File: src/rtl/core_pkg.sv
// Shared types and constants for the RV32I core front end.
package core_pkg;

    localparam int XLEN = 32;
    localparam int ILEN = 32;

    typedef enum logic {
        RUN   = 1'b0,
        FAULT = 1'b1
    } fetch_state_t;

    typedef enum logic {
        MISALIGNED   = 1'b0,
        OUT_OF_RANGE = 1'b1
    } fetch_fault_e;

    typedef struct packed {
        logic [XLEN-1:0] pc;
        logic [ILEN-1:0] instr;
    } fetch_entry_t;

    typedef struct packed {
        logic         fault;
        fetch_fault_e cause;
    } fetch_check_t;

    // Misalignment takes precedence over an out-of-range word index.
    function automatic fetch_check_t pc_check(input logic [XLEN-1:0] pc,
                                              input logic [31:0]     imem_words);
        fetch_check_t res;
        res.fault = 1'b0;
        res.cause = MISALIGNED;
        if (pc[1:0] != 2'b00) begin
            res.fault = 1'b1;
            res.cause = MISALIGNED;
        end else if ({2'b00, pc[XLEN-1:2]} >= imem_words) begin
            res.fault = 1'b1;
            res.cause = OUT_OF_RANGE;
        end else begin
            res.fault = 1'b0;
            res.cause = MISALIGNED;
        end
        return res;
    endfunction

endpackage

File: src/rtl/ifetch_unit_if.sv
// Fetch unit bus: instruction memory port, decode handshake, redirect and fault report.
interface ifetch_unit_if;
    import core_pkg::*;

    logic [XLEN-1:0] iaddr;
    logic [ILEN-1:0] idata;
    logic            out_valid;
    logic            out_ready;
    logic [XLEN-1:0] out_pc;
    logic [ILEN-1:0] out_instr;
    logic            redirect_valid;
    logic [XLEN-1:0] redirect_pc;
    logic            fault_valid;
    logic [XLEN-1:0] fault_pc;
    fetch_fault_e    fault_cause;

    modport master (
        output iaddr, out_valid, out_pc, out_instr, fault_valid, fault_pc, fault_cause,
        input  idata, out_ready, redirect_valid, redirect_pc
    );

    modport slave (
        input  iaddr, out_valid, out_pc, out_instr, fault_valid, fault_pc, fault_cause,
        output idata, out_ready, redirect_valid, redirect_pc
    );

endinterface

File: src/rtl/ifetch_fifo.sv
// Circular fetch buffer of {pc, instr} entries; flush wins over push and pop.
module ifetch_fifo
    import core_pkg::*;
#(
    parameter  int DEPTH = 2,
    localparam int PW    = $clog2(DEPTH),
    localparam int CW    = $clog2(DEPTH + 1)
) (
    input  logic          clk,
    input  logic          rst,
    input  logic          push,
    input  logic          pop,
    input  logic          flush,
    input  fetch_entry_t  din,
    output fetch_entry_t  head,
    output logic [CW-1:0] count
);

    fetch_entry_t  mem_r [DEPTH];
    logic [PW-1:0] rd_ptr_r;
    logic [PW-1:0] wr_ptr_r;
    logic [CW-1:0] count_r;
    logic          do_pop_s;
    logic          do_push_s;

    // Guard against underflow and overflow regardless of caller behaviour.
    always_comb begin
        do_pop_s  = pop && (count_r != {CW{1'b0}});
        do_push_s = push && ((count_r != CW'(DEPTH)) || do_pop_s);
    end

    // Pointer, occupancy and storage update; pointers wrap naturally at DEPTH.
    always_ff @(posedge clk or posedge rst) begin
        if (rst) begin
            rd_ptr_r <= {PW{1'b0}};
            wr_ptr_r <= {PW{1'b0}};
            count_r  <= {CW{1'b0}};
            for (int i = 0; i < DEPTH; i++) begin
                mem_r[i] <= '0;
            end
        end else if (flush) begin
            rd_ptr_r <= {PW{1'b0}};
            wr_ptr_r <= {PW{1'b0}};
            count_r  <= {CW{1'b0}};
        end else begin
            if (do_push_s) begin
                mem_r[wr_ptr_r] <= din;
                wr_ptr_r        <= wr_ptr_r + PW'(1);
            end
            if (do_pop_s) begin
                rd_ptr_r <= rd_ptr_r + PW'(1);
            end
            case ({do_push_s, do_pop_s})
                2'b10:   count_r <= count_r + CW'(1);
                2'b01:   count_r <= count_r - CW'(1);
                default: count_r <= count_r;
            endcase
        end
    end

    assign head  = mem_r[rd_ptr_r];
    assign count = count_r;

endmodule

File: src/rtl/ifetch_unit.sv
// Instruction fetch initiator: PC, imem addressing, fetch buffer and fault reporting.
module ifetch_unit
    import core_pkg::*;
#(
    parameter logic [XLEN-1:0] RESET_PC   = 32'h0000_0000,
    parameter int              IMEM_WORDS = 32,
    parameter int              DEPTH      = 2
) (
    input logic           clk,
    input logic           rst,
    ifetch_unit_if.master bus
);

    localparam int CW = $clog2(DEPTH + 1);

    fetch_state_t    state_r;
    logic [XLEN-1:0] pc_r;
    logic            fault_valid_r;
    logic [XLEN-1:0] fault_pc_r;
    fetch_fault_e    fault_cause_r;

    logic [CW-1:0]   count_s;
    fetch_entry_t    head_s;
    fetch_entry_t    din_s;
    fetch_check_t    check_s;
    logic            out_valid_s;
    logic            pop_s;
    logic            room_s;
    logic            fetch_s;
    logic            fault_hit_s;

    // A fetch attempt needs buffer room this cycle; a fault replaces the push.
    always_comb begin
        out_valid_s = (count_s != {CW{1'b0}});
        pop_s       = out_valid_s && bus.out_ready;
        room_s      = (count_s < CW'(DEPTH)) || pop_s;
        check_s     = pc_check(pc_r, 32'(IMEM_WORDS));
        din_s.pc    = pc_r;
        din_s.instr = bus.idata;
        fetch_s     = 1'b0;
        fault_hit_s = 1'b0;
        if ((state_r == RUN) && room_s && !bus.redirect_valid) begin
            fetch_s     = !check_s.fault;
            fault_hit_s = check_s.fault;
        end else begin
            fetch_s     = 1'b0;
            fault_hit_s = 1'b0;
        end
    end

    // Fetch FSM: redirect overrides everything, including a held fault.
    always_ff @(posedge clk or posedge rst) begin
        if (rst) begin
            state_r       <= RUN;
            pc_r          <= RESET_PC;
            fault_valid_r <= 1'b0;
            fault_pc_r    <= {XLEN{1'b0}};
            fault_cause_r <= MISALIGNED;
        end else if (bus.redirect_valid) begin
            state_r       <= RUN;
            pc_r          <= bus.redirect_pc;
            fault_valid_r <= 1'b0;
        end else begin
            case (state_r)
                RUN: begin
                    if (fault_hit_s) begin
                        state_r       <= FAULT;
                        fault_valid_r <= 1'b1;
                        fault_pc_r    <= pc_r;
                        fault_cause_r <= check_s.cause;
                    end else if (fetch_s) begin
                        pc_r <= pc_r + 32'd4;
                    end else begin
                        pc_r <= pc_r;
                    end
                end
                FAULT: begin
                    state_r <= FAULT;
                end
                default: begin
                    state_r <= RUN;
                end
            endcase
        end
    end

    ifetch_fifo #(.DEPTH(DEPTH)) u_fifo (
        .clk   (clk),
        .rst   (rst),
        .push  (fetch_s),
        .pop   (pop_s),
        .flush (bus.redirect_valid),
        .din   (din_s),
        .head  (head_s),
        .count (count_s)
    );

    assign bus.iaddr       = pc_r;
    assign bus.out_valid   = out_valid_s;
    assign bus.out_pc      = head_s.pc;
    assign bus.out_instr   = head_s.instr;
    assign bus.fault_valid = fault_valid_r;
    assign bus.fault_pc    = fault_pc_r;
    assign bus.fault_cause = fault_cause_r;

endmodule

File: src/flat_wrapper.sv
// flat-port wrapper written by rule: the top's interface ports become plain ports
module ifetch_unit_flat import core_pkg::*;
#(
    parameter logic [XLEN-1:0] RESET_PC   = 32'h0000_0000,
    parameter int              IMEM_WORDS = 32,
    parameter int              DEPTH      = 2
)
  (clk, rst, bus_iaddr, bus_out_valid, bus_out_pc, bus_out_instr, bus_fault_valid, bus_fault_pc, bus_fault_cause, bus_idata, bus_out_ready, bus_redirect_valid, bus_redirect_pc);
  ifetch_unit_if bus_i ();
  input logic clk;
  input logic rst;
  output wire logic [$bits(bus_i.iaddr)-1:0] bus_iaddr;
  output wire logic [$bits(bus_i.out_valid)-1:0] bus_out_valid;
  output wire logic [$bits(bus_i.out_pc)-1:0] bus_out_pc;
  output wire logic [$bits(bus_i.out_instr)-1:0] bus_out_instr;
  output wire logic [$bits(bus_i.fault_valid)-1:0] bus_fault_valid;
  output wire logic [$bits(bus_i.fault_pc)-1:0] bus_fault_pc;
  output wire logic [$bits(bus_i.fault_cause)-1:0] bus_fault_cause;
  input wire logic [$bits(bus_i.idata)-1:0] bus_idata;
  input wire logic [$bits(bus_i.out_ready)-1:0] bus_out_ready;
  input wire logic [$bits(bus_i.redirect_valid)-1:0] bus_redirect_valid;
  input wire logic [$bits(bus_i.redirect_pc)-1:0] bus_redirect_pc;
  assign bus_iaddr = bus_i.iaddr;
  assign bus_out_valid = bus_i.out_valid;
  assign bus_out_pc = bus_i.out_pc;
  assign bus_out_instr = bus_i.out_instr;
  assign bus_fault_valid = bus_i.fault_valid;
  assign bus_fault_pc = bus_i.fault_pc;
  assign bus_fault_cause = bus_i.fault_cause;
  assign bus_i.idata = bus_idata;
  assign bus_i.out_ready = bus_out_ready;
  assign bus_i.redirect_valid = bus_redirect_valid;
  assign bus_i.redirect_pc = bus_redirect_pc;
  ifetch_unit #(.RESET_PC(RESET_PC), .IMEM_WORDS(IMEM_WORDS), .DEPTH(DEPTH)) u_core (.clk(clk), .rst(rst), .bus(bus_i));
endmodule
File: config.mk
export PLATFORM = sky130hd
export DESIGN_NAME = ifetch_unit_flat
export DESIGN_NICKNAME = d
export VERILOG_FILES = /design/src/rtl/core_pkg.sv /design/src/rtl/ifetch_unit_if.sv /design/src/rtl/ifetch_fifo.sv /design/src/rtl/ifetch_unit.sv /design/src/flat_wrapper.sv
export SDC_FILE = /design/constraint.sdc
export NUM_CORES = 1
export LEC_CHECK = 0
export CORE_MARGIN = 4
export CORE_UTILIZATION = 54
export CTS_CLUSTER_DIAMETER = 50
export CTS_CLUSTER_SIZE = 28
export DETAILED_ROUTE_END_ITERATION = 10
export PLACE_DENSITY_LB_ADDON = 0.3
export SYNTH_ARGS = -nofsm -noshare
export SYNTH_HDL_FRONTEND = slang
export SYNTH_HIERARCHICAL = 1
export SYNTH_SLANG_ARGS = --single-unit
File: constraint.sdc
create_clock -name clk -period 8.52 [get_ports clk]
set_clock_uncertainty 0.1 [all_clocks]
set_input_delay 0.852 -clock clk [delete_from_list [all_inputs] [get_ports clk]]
set_output_delay 0.852 -clock clk [all_outputs]
set_load 0.1 [all_outputs]
# After elaboration in Yosys (flattened, before gate mapping)
# Index checks and enable logic that the tools add are counted.
[word_totals]
reg_bits = 199
latchBits = 0
ramBits = 0
romBits = 0
output_inout_bits = 131
wordCells = 78
n_memories = 0
[classes]
n_addsub = 5
multipliers = 0
div_mod_pow = 0
n_lt_le_gt_ge = 5
n_eq_ne = 5
n_shift = 0
mux = 26
n_bitwise = 4
n_reduce_logical = 21
[op_table]
columns = ["op", "count"]
rows = [
  ["$mux 64", 4],
  ["$bwmux 128", 1],
  ["$mux 32", 4],
  ["$demux 64 s1", 1],
  ["$add 32x3->32 const B", 1],
  ["$ge 30x6->1 const B", 1],
  ["$reduce_bool 2->1", 6],
  ["$mux 1", 11],
  ["$logic_and 1x1->1", 6],
  ["$mux 2", 3],
  ["$ne 2x2->1 const B", 3],
  ["$reduce_and 3->1", 2],
  ["$ge 2x2->1 const B", 2],
  ["$not 1->2", 2],
  ["$pmux 2 s2", 1],
  ["$reduce_and 2->1", 2],
  ["$reduce_bool 3->1", 1],
  ["$add 1x1->1 const B", 2],
  ["$add 2x1->2 const B", 1],
  ["$eq 2x1->1 const B", 1],
  ["$eq 2x2->1 const B", 1],
  ["$logic_not 1->1", 2],
  ["$logic_or 1x1->1", 2],
  ["$lt 2x1->1 const B", 1],
  ["other kinds (4)", 5],
]

# Longest topological paths before layout
[logic_depth]
depth_word = 10
depth_mapped = 8

# Cells and area by module
# Netlist, hierarchy kept.
[by_module_without_submodules]
columns = ["module", "instances", "cells_each", "area_each_um2", "seq_area_each_um2"]
rows = [
  ["ifetch_fifo", 1, 366, 5916.9, 3303.2],
  ["ifetch_unit", 1, 191, 2736.4, 1676.6],
]

# Worst setup path before layout
# No wires, ideal clock.
[synth_timing]
path_kind = "input to register"
from = "in bus_redirect_valid"
to = "reg u_core/u_fifo/mem_r[98] in the netlist's numbering"
arrival_time_ps = 2895
t_required_ps = 8293
setup_slack_ps = 5399
cell_stages = 8
path_cell_list = "clkbuf_1 -> a211oi_2 -> and4bb_2 -> buf_2 -> or4b_4 -> buf_6 -> buf_6 -> mux2_4"
[synth_between]
elab_chain_cells = 5
[synth_lines]
columns = ["element", "line", "rtl"]
rows = [
  ["start: declaration", "flat_wrapper.sv:21", "input wire logic [$bits(bus_i.redirect_valid)-1:0] bus_redirect_valid;"],
  ["$logic_not 1->1", "ifetch_unit.sv:42", "if ((state_r == RUN) && room_s && !bus.redirect_valid) begin"],
  ["$logic_and 1x1->1", "ifetch_unit.sv:42", ""],
  ["$mux 1", "ifetch_unit.sv:42", ""],
  ["net u_core.fetch_s", "ifetch_unit.sv:29", "logic fetch_s;"],
  ["$logic_and 1x1->1", "ifetch_fifo.sv:29", "do_push_s = push && ((count_r != CW'(DEPTH)) || do_pop_s);"],
  ["$reduce_and 2->1 (no source line)", "--", ""],
  ["end signal: indexed assignment", "ifetch_fifo.sv:47", "mem_r[wr_ptr_r] <= din;"],
  ["end: declaration", "ifetch_fifo.sv:19", "fetch_entry_t mem_r [DEPTH];"],
]
# The timed path passes the listed nets, and every way through them passes these cells.
# A chain may end at the register's enable or synchronous reset.

# Final worst setup path
[layout_timing]
from = "reg u_core.u_fifo.rd_ptr_r"
to = "out bus_out_pc[1]"
[layout_between]
elab_chain_cells = 4
[layout_lines]
columns = ["element", "line", "rtl"]
rows = [
  ["start: declaration", "ifetch_fifo.sv:20", "logic [PW-1:0] rd_ptr_r;"],
  ["start signal: assignment", "ifetch_fifo.sv:35", "rd_ptr_r <= {PW{1'b0}};"],
  ["start signal: assignment", "ifetch_fifo.sv:42", "rd_ptr_r <= {PW{1'b0}};"],
  ["start signal: assignment", "ifetch_fifo.sv:51", "rd_ptr_r <= rd_ptr_r + PW'(1);"],
  ["$not 1->2 (not written as such)", "ifetch_fifo.sv:61", "assign head = mem_r[rd_ptr_r];"],
  ["$mux 64 (not written as such) (3 in series)", "ifetch_fifo.sv:61", ""],
  ["end: declaration", "flat_wrapper.sv:14", "output wire logic [$bits(bus_i.out_pc)-1:0] bus_out_pc;"],
]
# Every way passes these cells. The select of a mux whose other input is x is not followed.

==> results.json <==
{
  "antenna_found_initial": 0,
  "pin_count": 199,
  "worstSetupEndpointType": "primary output",
  "required_ps": 7570,
  "syn_inst": 557,
  "status": "completed",
  "combPwrFrac_pct": 26.4,
  "rsz0062_at_grt": "no",
  "n_antenna_cell": 0,
  "syn_area_sq_mm": 0.00865,
  "grt_max_degree": 92,
  "synth_edf_count": 0,
  "arrival_ps": 3260,
  "wl_met3_microns": 1340,
  "synth_warnings": 6,
  "synthArstFlopShare_pct": 100,
  "switching_share_pct": 35.1,
  "fp-row-count": 46,
  "final_layout_size_suffix_gt1_share_pct": 38.5,
  "finalCriticalPeriod_ps": 4210,
  "reg2reg_to": "u_core/u_fifo/mem_r[85]",
  "synthFlopType": "dfrtp_1",
  "syn_area_per_cell_sq_um": 15.5,
  "leakage_nw": 5.35,
  "via_per_inst": 5.40,
  "worstSetupPathType": "flip-flop to primary output",
  "slew_headroom_pct": 16.8,
  "grt_usage_pct": 22.8,
  "ys_seq_elements": 199,
  "vdd_drop_max_mv": 0.234,
  "hold_buffers": 0,
  "cp-endpoint": "bus_out_pc[1]",
  "finalHoldViolations": 0,
  "powerDensity_mw_per_mm2": 231,
  "via_count": 5286,
  "r2r-start": "u_core/bus.iaddr[7]",
  "drt_iter0_drc": 231,
  "tns_ps": 0,
  "place_congestion": 0.746,
  "nFillCells": 1036,
  "crit_path_start_kind": "flip-flop",
  "maxSlewViolCount": 0,
  "die_area_sq_mm": 0.0181,
  "cts.htree.levels": 4,
  "fin_ws_ps": 4310,
  "cts_setup_buffers": 0,
  "ant_nets": 0,
  "seq_area_frac_synth_pct": 57.5,
  "clk_latency_ps": 420,
  "ys_types": 41,
  "p_seq_share_pct": 40.0,
  "cp_max_fo": 40,
  "clock_power_share_pct": 33.6,
  "multi_input_area_sq_mm": 0.00345,
  "reg2reg_slack_ps": 5100,
  "cts_num_sinks": 199,
  "die_w_microns": 135,
  "numCtsBuffers": 17,
  "met1_length_microns": 8360,
  "startpoint": "u_core/u_fifo/rd_ptr_r",
  "hpwl_microns": 12900,
  "drtPass1Iterations": 4,
  "nets": 820,
  "fmax_mhz": 238,
  "remaining_drc_errors": 0,
  "grt_pass1_wl_microns": 32400,
  "max-cap-violations": 0,
  "clk_transition_reported_paths_ps": 70,
  "route.met2.wl_microns": 9840,
  "period_share_pct": 49.4,
  "pre_cts_ws_ps": 4420,
  "tightest_slew_ps": 1240,
  "initial_core_util_pct": 54.9,
  "grt_pass1_vias": 6027,
  "power.internal_w": 0.00171,
  "die_height_microns": 135,
  "top_layer": "met4",
  "overflow": 0,
  "portBuffers": 198,
  "ff2ff_path_depth": 5,
  "regArea_sq_mm": 0.00498,
  "clockBufferDepth": 2,
  "holdWs_ps": 402,
  "drt-total-wl_microns": 19800,
  "power.switching_w": 0.000925,
  "hold_class": "flip-flop to flip-flop",
  "cts-root-buf": "clkbuf_16",
  "area_growth_pct": 31.9,
  "setup-violations-final": 0,
  "cts_resized": 0,
  "cts_tree": "yes",
  "post_drt_wl_per_cell_microns": 20.3,
  "synth_nets": 627,
  "coreArea_sq_mm": 0.0158
}
cell usage after synthesis, types with 2 or more instances:
library cell	number	area, sq um
a21oi_1	5	25.0
a22o_1	2	17.5
a31oi_1	3	18.8
buf_1	2	7.51
buf_2	8	40.0
buf_6	9	101
clkbuf_1	10	37.5
dfrtp_1	199	4980
ha_1	2	25.0
inv_1	11	41.3
mux2_1	2	22.5
mux2_2	197	2220
mux2_4	49	736
mux2i_1	2	20.0
nand2_1	7	26.3
nand2b_1	3	18.8
nand3_1	2	10.0
nor2_1	5	18.8
nor2b_1	2	12.5
nor3_1	5	25.0
nor4_1	5	31.3
o21ai_0	7	35.0
or2_2	2	12.5
worst min-delay path by stage:
stage | from | end | slack (ps) | cells after the start
2_1_floorplan | u_core/u_fifo/mem_r[11] | u_core/u_fifo/mem_r[11] | 370 | 1
3_3_place_gp | u_core/bus.fault_pc[2] | u_core/bus.fault_pc[2] | 380 | 1
3_5_place_dp | u_core/bus.fault_pc[4] | u_core/bus.fault_pc[4] | 390 | 1
4_1_cts | u_core/u_fifo/mem_r[37] | u_core/u_fifo/mem_r[37] | 410 | 1
5_1_grt | u_core/bus.fault_pc[6] | u_core/bus.fault_pc[6] | 410 | 1
6_report | u_core/bus.fault_pc[4] | u_core/bus.fault_pc[4] | 400 | 1
final cells by class:
| type | count | share of cell area (%) |
|---|---|---|
| Timing Repair Buffer | 203 | 17.6 |
| Inverter | 11 | 0.405 |
| Multi-Input combinational cell | 318 | 30.2 |
| Clock buffer | 20 | 4.00 |
| Clock inverter | 11 | 1.72 |
| Tap cell | 216 | 2.37 |
| Sequential cell | 199 | 43.6 |
metrics by stage:
stage	cells	utilization, %	instance area, sq um	power [W]
after floorplan	557	-	8650	0.00157
after global placement	947	68.3	10800	0.00176
after detailed placement	947	68.3	10800	0.00177
after CTS	978	72.4	11400	0.00265
after global routing	978	72.4	11400	0.00272
final	978	72.4	11400	0.00264
power groups by stage:
stage                     clock, W  combinational [W]  sequential, W
after floorplan                  0          0.0000903        0.00148
after global placement           0           0.000690        0.00107
after detailed placement         0           0.000697        0.00107
after CTS                 0.000898           0.000700        0.00106
after global routing      0.000939           0.000717        0.00106
final                     0.000885           0.000696        0.00106
per-layer routing:
metal	vias up	global-route usage [%]
li1	2389	-
met2	156	38.0
met4	0	6.45
met1	2720	29.0
met5	-	0
met3	21	7.19
cell families after synthesis:
logic type / after synthesis / synth area share, %
fa+ha+maj: 2 / 0.289
simple gates: 40 / 2.76
buf+inv: 40 / 2.63
compound gates: 24 / 1.94
mux: 250 / 34.6
xor+xnor: 2 / 0.202
flops: 199 / 57.5
critical path: stages, from the launching register on:
cell and delay [ps]:
dfrtp_2 760, buf_4 590, mux2_2 260, clkdlybuf4s50_1 1170
flip-flops by register name (all words and copies together), names as in the netlist:
| register | flops |
|---|---|
| u_core/bus.fault_cause | 1 |
| u_core/bus.fault_valid | 1 |
| u_core/u_fifo/wr_ptr_r | 1 |
| u_core/bus.fault_pc | 32 |
| u_core/u_fifo/mem_r | 128 |
| u_core/u_fifo/count | 2 |
| u_core/state_r | 1 |
| u_core/bus.iaddr | 32 |
| u_core/u_fifo/rd_ptr_r | 1 |
cells in the final DEF, fill, tap and decap left out, types with 7 or more instances in the layout:
cell and count:
o21ai_0 7, clkdlybuf4s50_1 197, clkbuf_16 17, dfrtp_1 198
mux2_2 197, nand2_1 7, mux2_4 49, inv_1 9
No activity file was read; power rests on OpenSTA's default activity.
